<file path="src/rtl/accel_pkg.sv">
// accel_pkg: shared constants, FSM state encoding and sample helpers for the
// ADXL362 SPI reader.
package accel_pkg;

    localparam logic [7:0] CMD_WRITE     = 8'h0A;
    localparam logic [7:0] CMD_READ      = 8'h0B;
    localparam logic [7:0] REG_POWER_CTL = 8'h2D;
    localparam logic [7:0] PWR_MEASURE   = 8'h02;
    localparam logic [7:0] REG_XDATA     = 8'h08;

    typedef enum logic [2:0] {
        ST_INIT_WAIT,
        ST_INIT_XFER,
        ST_CS_GAP,
        ST_IDLE,
        ST_READ_XFER,
        ST_UPDATE
    } state_t;

    // Two's-complement negate that maps -128 to +127 instead of wrapping.
    function automatic logic [7:0] sat_neg8(input logic [7:0] v);
        return (v == 8'h80) ? 8'h7F : (~v + 8'd1);
    endfunction

    // MOSI byte for position idx of the init write (is_read=0) or the burst read.
    function automatic logic [7:0] xfer_byte(input logic is_read, input logic [1:0] idx);
        logic [7:0] b;
        b = 8'h00;
        if (is_read) begin
            case (idx)
                2'd0:    b = CMD_READ;
                2'd1:    b = REG_XDATA;
                default: b = 8'h00;
            endcase
        end else begin
            case (idx)
                2'd0:    b = CMD_WRITE;
                2'd1:    b = REG_POWER_CTL;
                default: b = PWR_MEASURE;
            endcase
        end
        return b;
    endfunction

    // Mean of four signed bytes: 10-bit sum, arithmetic shift right by two.
    function automatic logic [7:0] avg4(input logic [7:0] a, input logic [7:0] b,
                                        input logic [7:0] c, input logic [7:0] d);
        logic [9:0] s;
        s = {{2{a[7]}}, a} + {{2{b[7]}}, b} + {{2{c[7]}}, c} + {{2{d[7]}}, d};
        return s[9:2];
    endfunction

endpackage

</file>
<file path="src/rtl/spi_byte_shifter.sv">
// spi_byte_shifter: mode-0 SPI engine for one byte. A start accepted in the
// cycle that done is high chains the next byte with no gap on SCLK.
module spi_byte_shifter #(
    parameter int SCLK_HALF = 50
) (
    input  logic       clk,
    input  logic       arst,
    input  logic       start,
    input  logic [7:0] tx_byte,
    input  logic       i_miso,
    output logic       o_sclk,
    output logic       o_mosi,
    output logic [7:0] rx_byte,
    output logic       done,
    output logic       busy
);

    localparam int             HW        = $clog2(SCLK_HALF);
    localparam logic [HW-1:0]  HALF_LAST = HW'(SCLK_HALF - 1);

    logic          busy_q, busy_d;
    logic          sclk_q, sclk_d;
    logic          mosi_q, mosi_d;
    logic [HW-1:0] half_q, half_d;
    logic [2:0]    bit_q, bit_d;
    logic [6:0]    shift_q, shift_d;
    logic [7:0]    rx_q, rx_d;
    logic          half_end;

    assign half_end = (half_q == HALF_LAST);
    // done marks the cycle before the final falling edge, when rx_q is complete.
    assign done     = busy_q && sclk_q && half_end && (bit_q == 3'd7);

    // Half-period timing, MISO capture on rising edges, MOSI advance on falling edges.
    always_comb begin
        // NOTE: every signal gets a default first so no path leaves it unassigned (no latch).
        busy_d  = busy_q;
        sclk_d  = sclk_q;
        mosi_d  = mosi_q;
        half_d  = half_q;
        bit_d   = bit_q;
        shift_d = shift_q;
        rx_d    = rx_q;
        if (busy_q) begin
            if (half_end) begin
                half_d = '0;
                sclk_d = ~sclk_q;
                if (!sclk_q) begin
                    rx_d = {rx_q[6:0], i_miso};
                end else if (bit_q != 3'd7) begin
                    bit_d   = bit_q + 3'd1;
                    mosi_d  = shift_q[6];
                    shift_d = {shift_q[5:0], 1'b0};
                end else begin
                    busy_d = 1'b0;
                    mosi_d = 1'b0;
                end
            end else begin
                half_d = half_q + 1'b1;
            end
        end
        if (start && (!busy_q || done)) begin
            busy_d  = 1'b1;
            sclk_d  = 1'b0;
            half_d  = '0;
            bit_d   = '0;
            mosi_d  = tx_byte[7];
            shift_d = tx_byte[6:0];
        end
    end

    // State registers; reset drives SCLK low immediately.
    always_ff @(posedge clk or posedge arst) begin
        if (arst) begin
            busy_q  <= 1'b0;
            sclk_q  <= 1'b0;
            mosi_q  <= 1'b0;
            half_q  <= '0;
            bit_q   <= '0;
            shift_q <= '0;
            rx_q    <= '0;
        end else begin
            // NOTE: non-blocking so every flop samples the pre-edge values.
            busy_q  <= busy_d;
            sclk_q  <= sclk_d;
            mosi_q  <= mosi_d;
            half_q  <= half_d;
            bit_q   <= bit_d;
            shift_q <= shift_d;
            rx_q    <= rx_d;
        end
    end

    assign o_sclk  = sclk_q;
    assign o_mosi  = mosi_q;
    assign rx_byte = rx_q;
    assign busy    = busy_q;

endmodule

</file>
<file path="src/rtl/accel_spi_reader.sv">
// accel_spi_reader: ADXL362 SPI master. Writes measurement mode once, then
// burst-reads XDATA/YDATA every SAMPLE_PERIOD cycles and holds the samples.
// Build option: define ACCEL_AVG_EN to average the last four samples per axis.
module accel_spi_reader
    import accel_pkg::*;
#(
    parameter int SCLK_HALF     = 50,
    parameter int SAMPLE_PERIOD = 100000,
    parameter bit INVERT_X      = 1'b1,
    parameter bit INVERT_Y      = 1'b0
) (
    input  logic       clk,
    input  logic       arst,
    output logic       o_spi_sclk,
    output logic       o_spi_mosi,
    input  logic       i_spi_miso,
    output logic       o_spi_cs_n,
    output logic [7:0] o_accel_x,
    output logic [7:0] o_accel_y,
    output logic       o_valid,
    output logic       o_init_done
);

    localparam int            CW        = $clog2(SAMPLE_PERIOD + 1);
    localparam logic [CW-1:0] WAIT_LAST = CW'(SAMPLE_PERIOD - 1);
    localparam logic [CW-1:0] GAP_LAST  = CW'(2 * SCLK_HALF - 1);
    localparam logic [CW-1:0] TAIL_LAST = CW'(SCLK_HALF - 1);

    state_t        state_q, state_d;
    logic          cs_n_q, cs_n_d;
    logic [1:0]    byte_q, byte_d;
    logic [CW-1:0] wait_q, wait_d;
    logic [CW-1:0] timer_q, timer_d;
    logic [7:0]    x_raw_q, x_raw_d;
    logic [7:0]    y_raw_q, y_raw_d;
    logic [7:0]    accel_x_q, accel_x_d;
    logic [7:0]    accel_y_q, accel_y_d;
    logic          valid_q, valid_d;
    logic          init_done_q, init_done_d;

    logic          shift_start, shift_done, shift_busy;
    logic [7:0]    shift_tx, shift_rx;
    logic          is_read;
    logic [1:0]    last_idx;
    logic [7:0]    x_post, y_post;

    assign x_post = INVERT_X ? sat_neg8(x_raw_q) : x_raw_q;
    assign y_post = INVERT_Y ? sat_neg8(y_raw_q) : y_raw_q;

    spi_byte_shifter #(.SCLK_HALF(SCLK_HALF)) u_shifter (
        .clk     (clk),
        .arst    (arst),
        .start   (shift_start),
        .tx_byte (shift_tx),
        .i_miso  (i_spi_miso),
        .o_sclk  (o_spi_sclk),
        .o_mosi  (o_spi_mosi),
        .rx_byte (shift_rx),
        .done    (shift_done),
        .busy    (shift_busy)
    );

`ifdef ACCEL_AVG_EN
    logic [7:0] hist_x_q [3];
    logic [7:0] hist_x_d [3];
    logic [7:0] hist_y_q [3];
    logic [7:0] hist_y_d [3];

    // Sample history of the three previous post-inversion samples per axis.
    always_ff @(posedge clk or posedge arst) begin
        if (arst) begin
            // NOTE: this small history is reset on purpose so early averages start from 0.
            for (int i = 0; i < 3; i++) begin
                hist_x_q[i] <= '0;
                hist_y_q[i] <= '0;
            end
        end else begin
            hist_x_q <= hist_x_d;
            hist_y_q <= hist_y_d;
        end
    end
`endif

    // Transaction sequencing, sample timer and output update.
    always_comb begin
        state_d     = state_q;
        cs_n_d      = cs_n_q;
        byte_d      = byte_q;
        wait_d      = wait_q;
        x_raw_d     = x_raw_q;
        y_raw_d     = y_raw_q;
        accel_x_d   = accel_x_q;
        accel_y_d   = accel_y_q;
        valid_d     = 1'b0;
        init_done_d = init_done_q;
        shift_start = 1'b0;
        shift_tx    = 8'h00;
        is_read     = (state_q == ST_READ_XFER);
        last_idx    = is_read ? 2'd3 : 2'd2;
`ifdef ACCEL_AVG_EN
        hist_x_d    = hist_x_q;
        hist_y_d    = hist_y_q;
`endif
        if (init_done_q) begin
            timer_d = (timer_q == WAIT_LAST) ? '0 : timer_q + 1'b1;
        end else begin
            timer_d = '0;
        end

        case (state_q)
            ST_INIT_WAIT: begin
                if (wait_q == WAIT_LAST) begin
                    state_d     = ST_INIT_XFER;
                    wait_d      = '0;
                    cs_n_d      = 1'b0;
                    byte_d      = '0;
                    shift_start = 1'b1;
                    shift_tx    = xfer_byte(1'b0, 2'd0);
                end else begin
                    wait_d = wait_q + 1'b1;
                end
            end
            ST_INIT_XFER, ST_READ_XFER: begin
                if (shift_done) begin
                    if (is_read && byte_q == 2'd2) x_raw_d = shift_rx;
                    if (is_read && byte_q == 2'd3) y_raw_d = shift_rx;
                    if (byte_q != last_idx) begin
                        byte_d      = byte_q + 2'd1;
                        shift_start = 1'b1;
                        shift_tx    = xfer_byte(is_read, byte_q + 2'd1);
                    end
                end else if (!shift_busy) begin
                    // Shifter idle after the last byte: hold CS low for the trailing half period.
                    if (wait_q == TAIL_LAST) begin
                        cs_n_d  = 1'b1;
                        wait_d  = '0;
                        state_d = is_read ? ST_UPDATE : ST_CS_GAP;
                    end else begin
                        wait_d = wait_q + 1'b1;
                    end
                end
            end
            ST_CS_GAP: begin
                if (wait_q == GAP_LAST) begin
                    wait_d      = '0;
                    init_done_d = 1'b1;
                    state_d     = ST_IDLE;
                end else begin
                    wait_d = wait_q + 1'b1;
                end
            end
            ST_IDLE: begin
                if (timer_q == '0) begin
                    state_d     = ST_READ_XFER;
                    cs_n_d      = 1'b0;
                    byte_d      = '0;
                    shift_start = 1'b1;
                    shift_tx    = xfer_byte(1'b1, 2'd0);
                end
            end
            ST_UPDATE: begin
                valid_d = 1'b1;
`ifdef ACCEL_AVG_EN
                accel_x_d   = avg4(x_post, hist_x_q[0], hist_x_q[1], hist_x_q[2]);
                accel_y_d   = avg4(y_post, hist_y_q[0], hist_y_q[1], hist_y_q[2]);
                hist_x_d[0] = x_post;
                hist_x_d[1] = hist_x_q[0];
                hist_x_d[2] = hist_x_q[1];
                hist_y_d[0] = y_post;
                hist_y_d[1] = hist_y_q[0];
                hist_y_d[2] = hist_y_q[1];
`else
                accel_x_d = x_post;
                accel_y_d = y_post;
`endif
                wait_d  = '0;
                state_d = ST_CS_GAP;
            end
            default: state_d = ST_INIT_WAIT;
        endcase
    end

    // Control and output registers; reset raises CS and clears outputs immediately.
    always_ff @(posedge clk or posedge arst) begin
        if (arst) begin
            state_q     <= ST_INIT_WAIT;
            cs_n_q      <= 1'b1;
            byte_q      <= '0;
            wait_q      <= '0;
            timer_q     <= '0;
            x_raw_q     <= '0;
            y_raw_q     <= '0;
            accel_x_q   <= '0;
            accel_y_q   <= '0;
            valid_q     <= 1'b0;
            init_done_q <= 1'b0;
        end else begin
            state_q     <= state_d;
            cs_n_q      <= cs_n_d;
            byte_q      <= byte_d;
            wait_q      <= wait_d;
            timer_q     <= timer_d;
            x_raw_q     <= x_raw_d;
            y_raw_q     <= y_raw_d;
            accel_x_q   <= accel_x_d;
            accel_y_q   <= accel_y_d;
            valid_q     <= valid_d;
            init_done_q <= init_done_d;
        end
    end

    assign o_spi_cs_n  = cs_n_q;
    assign o_accel_x   = accel_x_q;
    assign o_accel_y   = accel_y_q;
    assign o_valid     = valid_q;
    assign o_init_done = init_done_q;

endmodule

</file>
<file path="config.mk">
export PLATFORM = sky130hd
export DESIGN_NAME = accel_spi_reader
export DESIGN_NICKNAME = d
export VERILOG_FILES = /design/src/rtl/accel_pkg.sv /design/src/rtl/spi_byte_shifter.sv /design/src/rtl/accel_spi_reader.sv
export SDC_FILE = /design/constraint.sdc
export NUM_CORES = 1
export LEC_CHECK = 0
export ABC_AREA = 1
export CAP_MARGIN = 20
export CORE_MARGIN = 2
export CORE_UTILIZATION = 55
export DETAILED_ROUTE_END_ITERATION = 8
export GPL_TIMING_DRIVEN = 1
export HOLD_SLACK_MARGIN = 0.08
export PLACE_DENSITY = 0.75
export SYNTH_ARGS = -nofsm -noshare
export SYNTH_HDL_FRONTEND = slang
export SYNTH_SLANG_ARGS = --single-unit
</file>
<file path="constraint.sdc">
create_clock -name clk -period 3.5 [get_ports clk]
set_clock_uncertainty 0.05 [all_clocks]
set_input_delay 1.05 -clock clk [delete_from_list [all_inputs] [get_ports clk]]
set_output_delay 1.05 -clock clk [all_outputs]
set_load 0.05 [all_outputs]
</file>
==> flow_summary.yaml <==
finish:
  fillers: 840
  drive_gt1_share_pct: 7.56
  insertedDiodeCount: 0
  area_growth_pct: 11.1
  layout.cells.non_filler: 817
  nets: 699
floorplan:
  core_sq_um: 9330
  dieWidth_um: 102
  dieArea_sq_um: 10500
  num_rows: 35
  ioPinCount: 24
  die_h_um: 102
  initial_core_util_pct: 57.2
synthesis:
  synth_seq_cells: 101
  synth_fp_nets: 672
  synth_area_per_cell_sq_um: 8.13
  ys.warnings.count: 0
  yosys-top-cells-area: "dfrtp_1, nand2_1, inv_1"
  synth_commonest_cells: "nand2_1, dfrtp_1, inv_1"
  syn_area_sq_um: 5330
  synth-async-reset-ratio_pct: 100
  synth_ff_type: "dfrtp_1"
  synth_top_area_share_pct: 46.9
  synth_cells: 656
  ys_types: 41
  synth-edff-count: 0
  ys_seq_area_share_pct: 47.4
  yosysMostFrequentCell: "nand2_1"
  yosys.area.top_type: "dfrtp_1"
clock_tree:
  cts_buffers: 9
  postCtsSetupRepairBufs: 0
  post_cts_resized: 0
  cts.sinks: 101
  ctsHoldBuffers: 0
  cts_root_buffer: "clkbuf_8"
  insertion_delay_ns: 0.39
  cts_max_level: 3
  cts_buffer_depth: 2
  clk_pin_slew_ns: 0.12
  cts_tree: "done"
place:
  hpwl_um: 7760
  post-place-ws_ns: 1.10
  gp_congestion: 0.895
  portBuffers: 23
  dp.cells: 801
routing:
  wl_per_cell_um: 12.9
  routed_wl_um: 10600
  drtAntennaViolNets: 0
  drt_iter0_drc: 237
  vias_per_cell: 5.34
  dr.pass1.iters: 5
  vias: 4360
  drc: 0
timing:
  fin_crit_ns: 2.81
  worstMarginPinSlew_ns: 0.730
  hold_viol: 0
  post-route-period-util_pct: 80.2
  relSlewSlack_pct: 51.2
  setup_viol: 0
  fmax_ghz: 0.356
  slew_violations: 0
  rsz0062_at_grt: "no"
  fin_ws_ns: 0.694
  tns_ns: 0
global_routing:
  grt_pass1_vias: 4201
  grt_start_max_net_pins: 38
  antenna_found_initial: 0
  grt_pass1_wl_um: 18900
  gr-total-overflow: 0
  grt_usage_pct: 22.6
worst_setup_path:
  cpLargestDelayFamily: "buffers and inverters"
  worstPathBufferInverterCount: 1
  criticalPathCategory: "reg -> out"
  cp_max_fo: 2
  cp.required_ns: 2.40
  end_kind: "output port"
  cp_slowest_cell: "clkdlybuf4s50_1"
  worst_setup_path_start_kind: "flip-flop"
  crit_cells: 1
  cp.arrival_ns: 1.71
  r2r_cells: 9
  max_stage_delay_ns: 0.79
  cp_cell_sequence: "clkdlybuf4s50_1"
status:
  outcome: "completed"
power_and_ir_drop:
  power.density_nw_per_um2: 331
  vdd_drop_max_mv: 0.194
  p_leak_nw: 2.87
  fin_total_pwr_mw: 1.96
worst_hold_path:
  hold_path_depth: 2
  hp-class: "reg -> reg"
run:
  drv_cap: 0
[flip-flops by register name (all words and copies together) (netlist names), 2 cells and up]
| register | count |
|---|---|
| byte_q | 2 |
| o_accel_x | 8 |
| o_accel_y | 8 |
| timer_q | 17 |
| u_shifter.shift_q | 7 |
| u_shifter.bit_q | 3 |
| u_shifter.half_q | 6 |
| state_q | 3 |
| u_shifter.rx_byte | 8 |
| y_post | 8 |
| x_raw_q | 8 |
| wait_q | 17 |
[power by group]
part | internal (mW) | switching, mW
Clock | 0.290 | 0.473
Sequential | 1.17 | 0.000142
Combinational | 0.00766 | 0.0237
Total | 1.46 | 0.496
[path summary, 6_finish.rpt]
path | from | end | slack, ns
max in group asynchronous | arst | byte_q[1] | 1.70
max reg2reg | state_q[0] | wait_q[4] | 1.27
min | y_post[4] | o_accel_y[4] | 0.43
min in group asynchronous | arst | timer_q[12] | 1.10
min reg2reg | y_post[4] | o_accel_y[4] | 0.43
max | o_spi_cs_n | o_spi_cs_n | 0.69
[cell families after synthesis]
family / Yosys count / share of synthesized area [%]
buf+inv: 106 / 7.93
fa+ha+maj: 13 / 3.05
compound gates: 79 / 8.14
xor+xnor: 17 / 2.79
simple gates: 340 / 30.7
flops: 101 / 47.4
[cells in the final DEF (no fill, tap or decap), types with 23 or more instances in the layout]
cell type        synthesis  routed
inv_1                   91      90
nor2_1                  63      63
clkdlybuf4s50_1          0      23
o21ai_0                 52      52
nand3_1                 64      64
dfrtp_1                100     100
nand2_1                139     139
nand4_1                 24      24
[routing by layer]
metal  track usage [%]  up-vias  share of wire, %
met3              4.04       17               3.8
li1                  -     2189                 -
met5                 0        -                 0
met4              7.79        0               1.7
met1              30.3     2064                46
met2              37.1       90                48
[area by class of cell]
type	count	area, sq um	share of cell area, %
clock inverter	7	88.8	1.50
multi-input combinational	449	2380	40.2
inverter	96	364	6.15
clock buffer	9	124	2.09
timing repair buffer	26	278	4.69
sequential	101	2530	42.7
tap	129	161	2.72
[metrics by stage]
stage	utilization [%]	cell area, sq um	hold WS [ns]
after floorplan	-	5340	0.392
after global placement	61.2	5710	0.405
after detailed placement	61.2	5710	0.408
after CTS	63.5	5920	0.428
after global routing	63.5	5920	0.463
final	63.5	5920	0.430
Power figures use the tool's default switching activity.
